===== config.mk =====
export PLATFORM = sky130hd
export DESIGN_NAME = ex_muldiv
export DESIGN_NICKNAME = d
export VERILOG_FILES = /design/src/rtl/ex_muldiv.sv
export SDC_FILE = /design/constraint.sdc
export NUM_CORES = 2
export LEC_CHECK = 0
export CAP_MARGIN = 20
export CORE_ASPECT_RATIO = 0.7
export CORE_UTILIZATION = 30
export CTS_CLUSTER_SIZE = 28
export DETAILED_ROUTE_END_ITERATION = 8
export PLACE_DENSITY = 0.55
export SLEW_MARGIN = 0
export SYNTH_ARGS = -nofsm -noshare
export SYNTH_HDL_FRONTEND = slang
export SYNTH_SLANG_ARGS = --single-unit
export TNS_END_PERCENT = 5

===== constraint.sdc =====
create_clock -name i_clk -period 12.75 [get_ports i_clk]
set_input_delay 2.55 -clock i_clk [delete_from_list [all_inputs] [get_ports i_clk]]
set_output_delay 2.55 -clock i_clk [all_outputs]
set_load 0.02 [all_outputs]

===== src/rtl/ex_muldiv.sv =====
// ex_muldiv -- execute-stage RV32M unit with EX/MEM output register.
//
// Purpose:
//   Non-M instructions pass i_alu_res through. MUL/MULH/MULHSU/MULHU
//   complete in one cycle. DIV/DIVU/REM/REMU run on a radix-2 restoring
//   divider that works on operand magnitudes, with signs applied afterwards.
//   A divide accepted in cycle T holds o_busy high in cycles T+1..T+33.
//   Its result appears with o_vld=1 in cycle T+34.
//
// Configuration macro:
//   MULDIV_EARLY_OUT_EN -- when defined, divide-by-zero and signed overflow
//   bypass the divider and complete in one cycle like MUL.
//
// Ports:
//   i_clk        clock
//   i_rst_n      synchronous active-low reset
//   i_vld        upstream instruction valid
//   i_flush      kill any in-flight or presented op
//   i_inst/i_pc  instruction and PC, forwarded to o_inst/o_pc
//   i_rs1_rdata  operand 1 (dividend / multiplicand)
//   i_rs2_rdata  operand 2 (divisor / multiplier)
//   i_rd_waddr   destination register index
//   i_rd_wen     destination write enable
//   i_md_en      instruction is RV32M
//   i_mdsel      funct3 of the RV32M op
//   i_alu_res    ALU result, used when i_md_en=0
//   o_busy       divider occupied; upstream stalls and holds its inputs
//   o_vld, o_res, o_rd_waddr, o_rd_wen, o_inst, o_pc -- registered EX/MEM outputs
module ex_muldiv (
   input  logic        i_clk,
   input  logic        i_rst_n,
   input  logic        i_vld,
   input  logic        i_flush,
   input  logic [31:0] i_inst,
   input  logic [31:0] i_pc,
   input  logic [31:0] i_rs1_rdata,
   input  logic [31:0] i_rs2_rdata,
   input  logic [4:0]  i_rd_waddr,
   input  logic        i_rd_wen,
   input  logic        i_md_en,
   input  logic [2:0]  i_mdsel,
   input  logic [31:0] i_alu_res,
   output logic        o_busy,
   output logic        o_vld,
   output logic [31:0] o_res,
   output logic [4:0]  o_rd_waddr,
   output logic        o_rd_wen,
   output logic [31:0] o_inst,
   output logic [31:0] o_pc
);

   typedef enum logic [1:0] {
      S_IDLE = 2'd0,
      S_DIV  = 2'd1,
      S_DONE = 2'd2
   } state_e;

   state_e      state_q;
   logic [5:0]  cnt_q;

   // Divider datapath: quo_q starts as |dividend| and shifts quotient bits in
   // from the right as the dividend bits shift out into rem_q.
   logic [31:0] quo_q;
   logic [31:0] rem_q;
   logic [31:0] dvsr_q;
   logic [31:0] dvnd_q;     // raw dividend, returned as remainder on divide-by-zero
   logic        is_rem_q;
   logic        neg_quo_q;
   logic        neg_rem_q;
   logic        div0_q;

   // Pass-through fields held while the divide is in flight
   logic [31:0] inst_q;
   logic [31:0] pc_q;
   logic [4:0]  waddr_q;
   logic        wen_q;

   // Output register
   logic        vld_q;
   logic [31:0] res_q;
   logic [4:0]  rd_waddr_q;
   logic        rd_wen_q;
   logic [31:0] out_inst_q;
   logic [31:0] out_pc_q;

   // ------------------------------------------------------------------
   // Operand decode
   // ------------------------------------------------------------------
   logic        is_div_d;
   logic        div_signed_d;
   logic        rs1_neg_d;
   logic        rs2_neg_d;
   logic [31:0] rs1_abs_d;
   logic [31:0] rs2_abs_d;
   logic        div0_d;
   logic        div_long_d;

   assign is_div_d     = i_md_en & i_mdsel[2];
   assign div_signed_d = ~i_mdsel[0];                 // DIV=4, REM=6 are signed
   assign rs1_neg_d    = div_signed_d & i_rs1_rdata[31];
   assign rs2_neg_d    = div_signed_d & i_rs2_rdata[31];
   assign rs1_abs_d    = rs1_neg_d ? (32'd0 - i_rs1_rdata) : i_rs1_rdata;
   assign rs2_abs_d    = rs2_neg_d ? (32'd0 - i_rs2_rdata) : i_rs2_rdata;
   assign div0_d       = (i_rs2_rdata == 32'd0);

`ifdef MULDIV_EARLY_OUT_EN
   logic        ovf_d;
   logic [31:0] early_res_d;
   assign ovf_d       = div_signed_d & (i_rs1_rdata == 32'h8000_0000) &
                        (i_rs2_rdata == 32'hFFFF_FFFF);
   assign early_res_d = div0_d ? (i_mdsel[1] ? i_rs1_rdata : 32'hFFFF_FFFF)
                               : (i_mdsel[1] ? 32'd0 : 32'h8000_0000);
   assign div_long_d  = is_div_d & ~(div0_d | ovf_d);
`else
   assign div_long_d  = is_div_d;
`endif

   // ------------------------------------------------------------------
   // Single-cycle multiplier: both operands are extended to 64 bits
   // according to their signedness, so the low 64 product bits are exact.
   // ------------------------------------------------------------------
   logic        mul_a_signed_d;
   logic        mul_b_signed_d;
   logic [63:0] mul_a_d;
   logic [63:0] mul_b_d;
   logic [63:0] prod_d;
   logic [31:0] mul_res_d;

   assign mul_a_signed_d = (i_mdsel[1:0] != 2'd3);    // MULH, MULHSU
   assign mul_b_signed_d = (i_mdsel[1:0] == 2'd1);    // MULH only
   assign mul_a_d   = {{32{mul_a_signed_d & i_rs1_rdata[31]}}, i_rs1_rdata};
   assign mul_b_d   = {{32{mul_b_signed_d & i_rs2_rdata[31]}}, i_rs2_rdata};
   assign prod_d    = mul_a_d * mul_b_d;
   assign mul_res_d = (i_mdsel[1:0] == 2'd0) ? prod_d[31:0] : prod_d[63:32];

   // Result loaded on a single-cycle accept
   logic [31:0] acc_res_d;
   always_comb begin
      acc_res_d = i_alu_res;
      if (i_md_en) begin
         acc_res_d = mul_res_d;
`ifdef MULDIV_EARLY_OUT_EN
         if (i_mdsel[2]) begin
            acc_res_d = early_res_d;
         end
`endif
      end
   end

   // ------------------------------------------------------------------
   // Restoring divider step and final sign fix-up
   // ------------------------------------------------------------------
   logic [32:0] shift_d;
   logic [32:0] trial_d;
   logic [31:0] quo_fix_d;
   logic [31:0] rem_fix_d;
   logic [31:0] div_res_d;

   assign shift_d   = {rem_q, quo_q[31]};
   // Remainder stays below the divisor, so bit 32 is a clean borrow flag
   assign trial_d   = shift_d - {1'b0, dvsr_q};
   assign quo_fix_d = neg_quo_q ? (32'd0 - quo_q) : quo_q;
   assign rem_fix_d = neg_rem_q ? (32'd0 - rem_q) : rem_q;
   // Signed overflow needs no special case: |q| = 0x80000000 negates to
   // itself and the remainder is already 0.
   assign div_res_d = div0_q ? (is_rem_q ? dvnd_q : 32'hFFFF_FFFF)
                             : (is_rem_q ? rem_fix_d : quo_fix_d);

   assign o_busy = (state_q != S_IDLE);

   // ------------------------------------------------------------------
   // FSM, divider registers and EX/MEM output register
   // ------------------------------------------------------------------
   always_ff @(posedge i_clk) begin
      if (!i_rst_n) begin
         state_q    <= S_IDLE;
         cnt_q      <= 6'd0;
         quo_q      <= 32'd0;
         rem_q      <= 32'd0;
         dvsr_q     <= 32'd0;
         dvnd_q     <= 32'd0;
         is_rem_q   <= 1'b0;
         neg_quo_q  <= 1'b0;
         neg_rem_q  <= 1'b0;
         div0_q     <= 1'b0;
         inst_q     <= 32'd0;
         pc_q       <= 32'd0;
         waddr_q    <= 5'd0;
         wen_q      <= 1'b0;
         vld_q      <= 1'b0;
         res_q      <= 32'd0;
         rd_waddr_q <= 5'd0;
         rd_wen_q   <= 1'b0;
         out_inst_q <= 32'd0;
         out_pc_q   <= 32'd0;
      end else if (i_flush) begin
         // Flush beats both a simultaneous accept and the DONE load
         state_q  <= S_IDLE;
         cnt_q    <= 6'd0;
         vld_q    <= 1'b0;
         rd_wen_q <= 1'b0;
      end else begin
         case (state_q)
            S_IDLE: begin
               // Here o_busy=0 and i_flush=0, so i_vld alone means accept
               if (i_vld && div_long_d) begin
                  state_q   <= S_DIV;
                  cnt_q     <= 6'd31;
                  quo_q     <= rs1_abs_d;
                  rem_q     <= 32'd0;
                  dvsr_q    <= rs2_abs_d;
                  dvnd_q    <= i_rs1_rdata;
                  is_rem_q  <= i_mdsel[1];
                  neg_quo_q <= rs1_neg_d ^ rs2_neg_d;
                  neg_rem_q <= rs1_neg_d;
                  div0_q    <= div0_d;
                  inst_q    <= i_inst;
                  pc_q      <= i_pc;
                  waddr_q   <= i_rd_waddr;
                  wen_q     <= i_rd_wen;
                  vld_q     <= 1'b0;
                  rd_wen_q  <= 1'b0;
               end else if (i_vld) begin
                  vld_q      <= 1'b1;
                  res_q      <= acc_res_d;
                  rd_waddr_q <= i_rd_waddr;
                  rd_wen_q   <= i_rd_wen;
                  out_inst_q <= i_inst;
                  out_pc_q   <= i_pc;
               end else begin
                  vld_q    <= 1'b0;
                  rd_wen_q <= 1'b0;
               end
            end
            S_DIV: begin
               vld_q    <= 1'b0;
               rd_wen_q <= 1'b0;
               if (!trial_d[32]) begin
                  rem_q <= trial_d[31:0];
               end else begin
                  rem_q <= shift_d[31:0];
               end
               quo_q <= {quo_q[30:0], ~trial_d[32]};
               if (cnt_q == 6'd0) begin
                  state_q <= S_DONE;
               end else begin
                  cnt_q <= cnt_q - 6'd1;
               end
            end
            S_DONE: begin
               state_q    <= S_IDLE;
               vld_q      <= 1'b1;
               res_q      <= div_res_d;
               rd_waddr_q <= waddr_q;
               rd_wen_q   <= wen_q;
               out_inst_q <= inst_q;
               out_pc_q   <= pc_q;
            end
            default: begin
               state_q <= S_IDLE;
               cnt_q   <= 6'd0;
            end
         endcase
      end
   end

   assign o_vld      = vld_q;
   assign o_res      = res_q;
   assign o_rd_waddr = rd_waddr_q;
   assign o_rd_wen   = rd_wen_q;
   assign o_inst     = out_inst_q;
   assign o_pc       = out_pc_q;

endmodule


# == Yosys cells after proc, flatten, opt, wreduce, memory -nomap -nowiden ==
# Index checks and enable logic that the tools add are counted.
# totals
ff_bits,313
out_inout_bits,104
wordCells,100
# op_classes
n_addsub,6
multipliers,1
eq_ne,9
n_mux,38
bitwise,11
n_reduce_logical,15
# ops
op,count
$mux 32,18
$pmux 32 s2,5
$sub 1x32->32 const A,4
$mul 33x33->64,1
$sub 33x32->33,1
$logic_not 32->1,1
$pmux 6 s3,1
$mux 6,2
$ne 2x2->1 const B,6
$mux 5,2
$pmux 5 s2,1
$reduce_and 3->1,3
$logic_not 6->1,1
$pmux 1 s3,2
$reduce_bool 2->1,3
$sub 6x1->6 const B,1
$and 1x1->1,5
$not 1->1,5
$eq 2x1->1 const B,2
$logic_not 2->1,2
$mux 1,4
$mux 2,2
$pmux 2 s2,1
$reduce_and 4->1,1
6 further kinds,6

# == Longest topological paths before layout ==
# logic_depth
word_depth,8
depth_mapped,31

# == Worst setup path after synthesis ==
# No wires, ideal clock.
# synth_timing
kind,input -> register
from,input i_mdsel[0]
to,"register res_q[27], in the netlist o_res[27]"
setup_ns,0.121
t_arrival_ns,10.257
t_required_ns,12.629
path_slack_ns,2.372
stages,29
cell_sequence,clkbuf_1 -> a21boi_0 -> clkbuf_1 -> nand2_1 -> inv_1 -> fa_1 -> inv_1 -> fa_1 -> inv_1 -> fa_1 -> fa_1 -> inv_1 -> fa_1 -> inv_1 -> fa_1 -> inv_1 -> fa_1 -> fa_1 -> inv_1 -> ha_1 -> a21o_1 -> nand2_1 -> o21ai_0 -> a211o_1 -> a221oi_1 -> a21oi_1 -> or3_1 -> a31oi_1 -> a21oi_1
# synth_between
elab_chain_len,8
word_cells_on_any_way,11
cone_classes,mul: 1; eq/ne: 2; mux: 5; bitwise: 2; reduce/logical: 1
# synth_rtl
item,line,text
"start, declared",41,"input logic [2:0] i_mdsel,"
$ne 2x2->1 or $eq 2x1->1 (tied branches),"129, 130",
$and 1x1->1 (on tied branches),"131, 132",
$mul 33x33->64,133,assign prod_d = mul_a_d * mul_b_d;
$mux 32 (*),134,assign mul_res_d = (i_mdsel[1:0] == 2'd0) ? prod_d[31:0] : prod_d[63:32];
$mux 32 (*),140,if (i_md_en) begin
$mux 32 (*),223,end else if (i_vld) begin
$mux 32 (*),206,if (i_vld && div_long_d) begin
$pmux 32 s2 (*),203,case (state_q)
"end signal, assigned",225,res_q <= acc_res_d;
"end signal, assigned",253,res_q <= div_res_d;
"end, declared",80,logic [31:0] res_q;
# Every way passes the cells marked *; elsewhere a longest branch is shown, timed or not. The select of a mux whose other input is x is not followed.
# A chain may end at the register's enable or synchronous reset.

# == Worst setup path in the final report ==
# layout_timing
from,input i_mdsel[0]
to,"register res_q[26], in the netlist o_res[26]"
# The elaborated chain is that of the path after synthesis.

==> summary.txt <==
Floorplanning
  • Die Area: 188000 µm²
  • Row Count: 132
  • I/O pin total: 278
  • Core Footprint: 185000 µm²
  • Die H: 363 µm
  • Die Span X: 518 µm
  • Starting Density: 30.2%

Worst setup path
  • CP Launch Type: input pin
  • CP Max Fanout: 31
  • Slowest-stage cell, CP: fa_1
  • Required @ worst endpoint: 13330 ps
  • Cell repeated most along the worst path: fa_1
  • CP endpoint kind: register
  • Bufs and invs on worst path: 8
  • Max stage delay on crit path: 700 ps
  • WS Path Type: input pin to register
  • Crit path max-delay family: adder cells
  • Crit path DAT: 11720 ps

Clocking
  • Post-CTS setup buffer count: 0
  • Longest Clk Path Bufs: 3
  • Hold_buf cts: 0
  • Max H-tree Level: 1
  • Clk sink count: 313
  • Number of CTS-inserted buffers: 29
  • Clock slew at reported path FFs: 70 ps
  • Clock Latency Late Sink: 640 ps
  • Root Driver: clkbuf_16
  • CTS resizes: 0
  • CTS tree: built

Synth
  • Ys flop type: dfxtp_1
  • Mean area per synthesized cell: 8.44 µm²
  • Yosys warnings: 0
  • Synthesized instance count: 6633
  • Main area contributors after synthesis: fa_1 40%, dfxtp_1 11%, inv_1 8.4%, nand2_1 7.9%, ha_1 5.7%
  • Syn nets: 8187
  • FFs w/ async S/R, synth: 0%
  • FF+latch count, synth: 313
  • Synth top area share: 40.3%
  • Post-synth top area cell: fa_1
  • Fraction of the yosys area taken by sequential cells: 11.2%
  • Synthesized cell area: 56000 µm²
  • Number of synthesized flops with an enable pin: 0
  • Yosys cell types: 78

Timing
  • Final worst slack: 1620 ps
  • Max frequency: 89.8 MHz
  • Final hold viol count: 0
  • Final Max Tran Viols: 0
  • Final Skew: 51.0 ps
  • Fin Setup TNS: 0 ps
  • Unrepaired setup endpoints after global routing: no
  • Period utilization: 87.3%
  • Tmin final: 11130 ps
  • Actual transition at the worst max-transition pin: 1230 ps
  • Normalized max-slew margin: 18.2%
  • Setup Viol. Count Final: 0

Drt
  • Initial drt markers: 4304
  • DRC viols: 4
  • Total Wirelength: 194 mm
  • Final ANT Viol Nets: 0
  • Pre-Repair DR Iteration Count: 7
  • DR vias: 45300
  • Drt wl/cell: 21.3 µm
  • Vias per inst: 4.98

Min path
  • Hold WC Path Type: register to register

Global routing
  • All-Layer GR Usage: 20.6%
  • Largest net degree at the start of global routing: 157
  • Overflow after GRT: 0
  • Initial antenna violation count: 30
  • Vias in the first global route: 45600
  • First-pass GRT wire length: 295 mm

Finish
  • Area delta synth->final: 10.3%
  • Nets@finish: 8151
  • Ratio of cells with drive above 1 in the final layout: 3.61%
  • Fillers: 19300

Status
  • Status: finished, violations left
  • Failing checks: design-rule violations

Placed design
  • Pre-CTS setup slack: 1130 ps
  • GPL Wtd Cong: 0.949
  • I/O Buffers: 277
  • Post-DP HPWL: 155 mm

Flow run
  • Max-cap violations: 0
area by class of cell:
class | instances | area [µm²] | area share [%]
Multi-Input combinational cell | 4617 | 43400 | 70.3
Sequential cell | 313 | 6270 | 10.1
Inverter | 1254 | 4710 | 7.63
Timing Repair Buffer | 382 | 3360 | 5.43
Tap cell | 2479 | 3100 | 5.02
Clock buffer | 40 | 807 | 1.31
Clock inverter | 8 | 108 | 0.174
Antenna cell | 9 | 22.5 | 0.0365
metal layers:
metal / track usage (%) / routed length, µm
met1: 31.5 / 92300
met2: 28.5 / 77300
met3: 5.53 / 20200
met4: 3.95 / 4320
met5: 0 / 129
layout by cell type (no fill, tap or decap), drive strengths merged, types with 30 or more instances in the layout:
cell	instances
ha	254
nor2	320
a211oi	112
a21oi	260
nor3	46
clkbuf	42
fa	1126
o211ai	31
inv	1254
nand2	1171
xnor2	122
dfxtp	313
or3	32
clkdlybuf4s50	223
a21o	32
mux2i	115
nand3	34
buf	157
xor2	85
and2	287
a21boi	64
o21ai	177
a31oi	30
through the flow:
stage	cell area, µm²	instances	util [%]	hold WS (ps)
global route	61800	9099	33.4	473
finish	61800	9102	33.4	456
detailed placement	60800	9043	32.8	447
CTS	61700	9091	33.3	457
floorplan	56000	6633	-	432
global placement	60800	9043	32.8	441
state kept, by name, summed over array words and instances, names as in the netlist:
name,cells
div0_q,1
o_vld,1
rem_q,32
o_rd_waddr,5
dvnd_q,32
neg_quo_q,1
is_rem_q,1
wen_q,1
o_res,32
cnt_q,6
o_inst,32
inst_q,32
pc_q,32
quo_q,32
neg_rem_q,1
o_pc,32
state_q,2
dvsr_q,32
o_rd_wen,1
waddr_q,5
logic make-up (layout without fill, tap and decap cells):
logic type | count (synthesis) | in the layout | synth area share, %
AND/OR/NAND/NOR | 2035 | 2035 | 16.0
buffers and inverters | 1703 | 1684 | 11.4
adder cells (fa/ha/maj) | 1380 | 1380 | 45.9
AO/OA/AOI/OAI | 879 | 879 | 10.1
flip-flops | 313 | 313 | 11.2
XOR/XNOR | 207 | 207 | 3.24
multiplexers | 116 | 116 | 2.08
other | 0 | 9 | 0
final timing paths:
check / from / cells past startpoint / end / slack (ps)
worst max-delay path: i_mdsel[0] / 29 / o_res[26] / 1620
worst min-delay path: dvnd_q[18] / 2 / dvnd_q[18] / 460
worst max register to register: dvsr_q[0] / 13 / rem_q[20] / 8460
worst min register to register: dvnd_q[18] / 2 / dvnd_q[18] / 460
Yosys cell counts (30+ instances only):
cell type  instances
o21ai_0          167
xnor2_1          122
ha_1             254
o211ai_1          31
buf_1             54
nand2_1         1171
dfxtp_1          313
nor3_1            46
a21o_1            32
a31oi_1           30
fa_1            1126
xor2_1            85
clkbuf_1         390
and2_1           287
or3_1             31
nand3_1           34
a21oi_1          260
a21boi_0          64
nor2_1           320
a211oi_1         112
mux2i_1          115
inv_1           1252
worst min-delay path: cells and delay by family (launching register included):
| family | cells | cell delay [ps] |
|---|---|---|
| AO/OA/AOI/OAI | 1 | 50 |
| flip-flops | 1 | 310 |
| AND/OR/NAND/NOR | 1 | 50 |
Power is not shown: default switching activity piles up to over one toggle a cycle in this logic, so the estimate is an artifact.
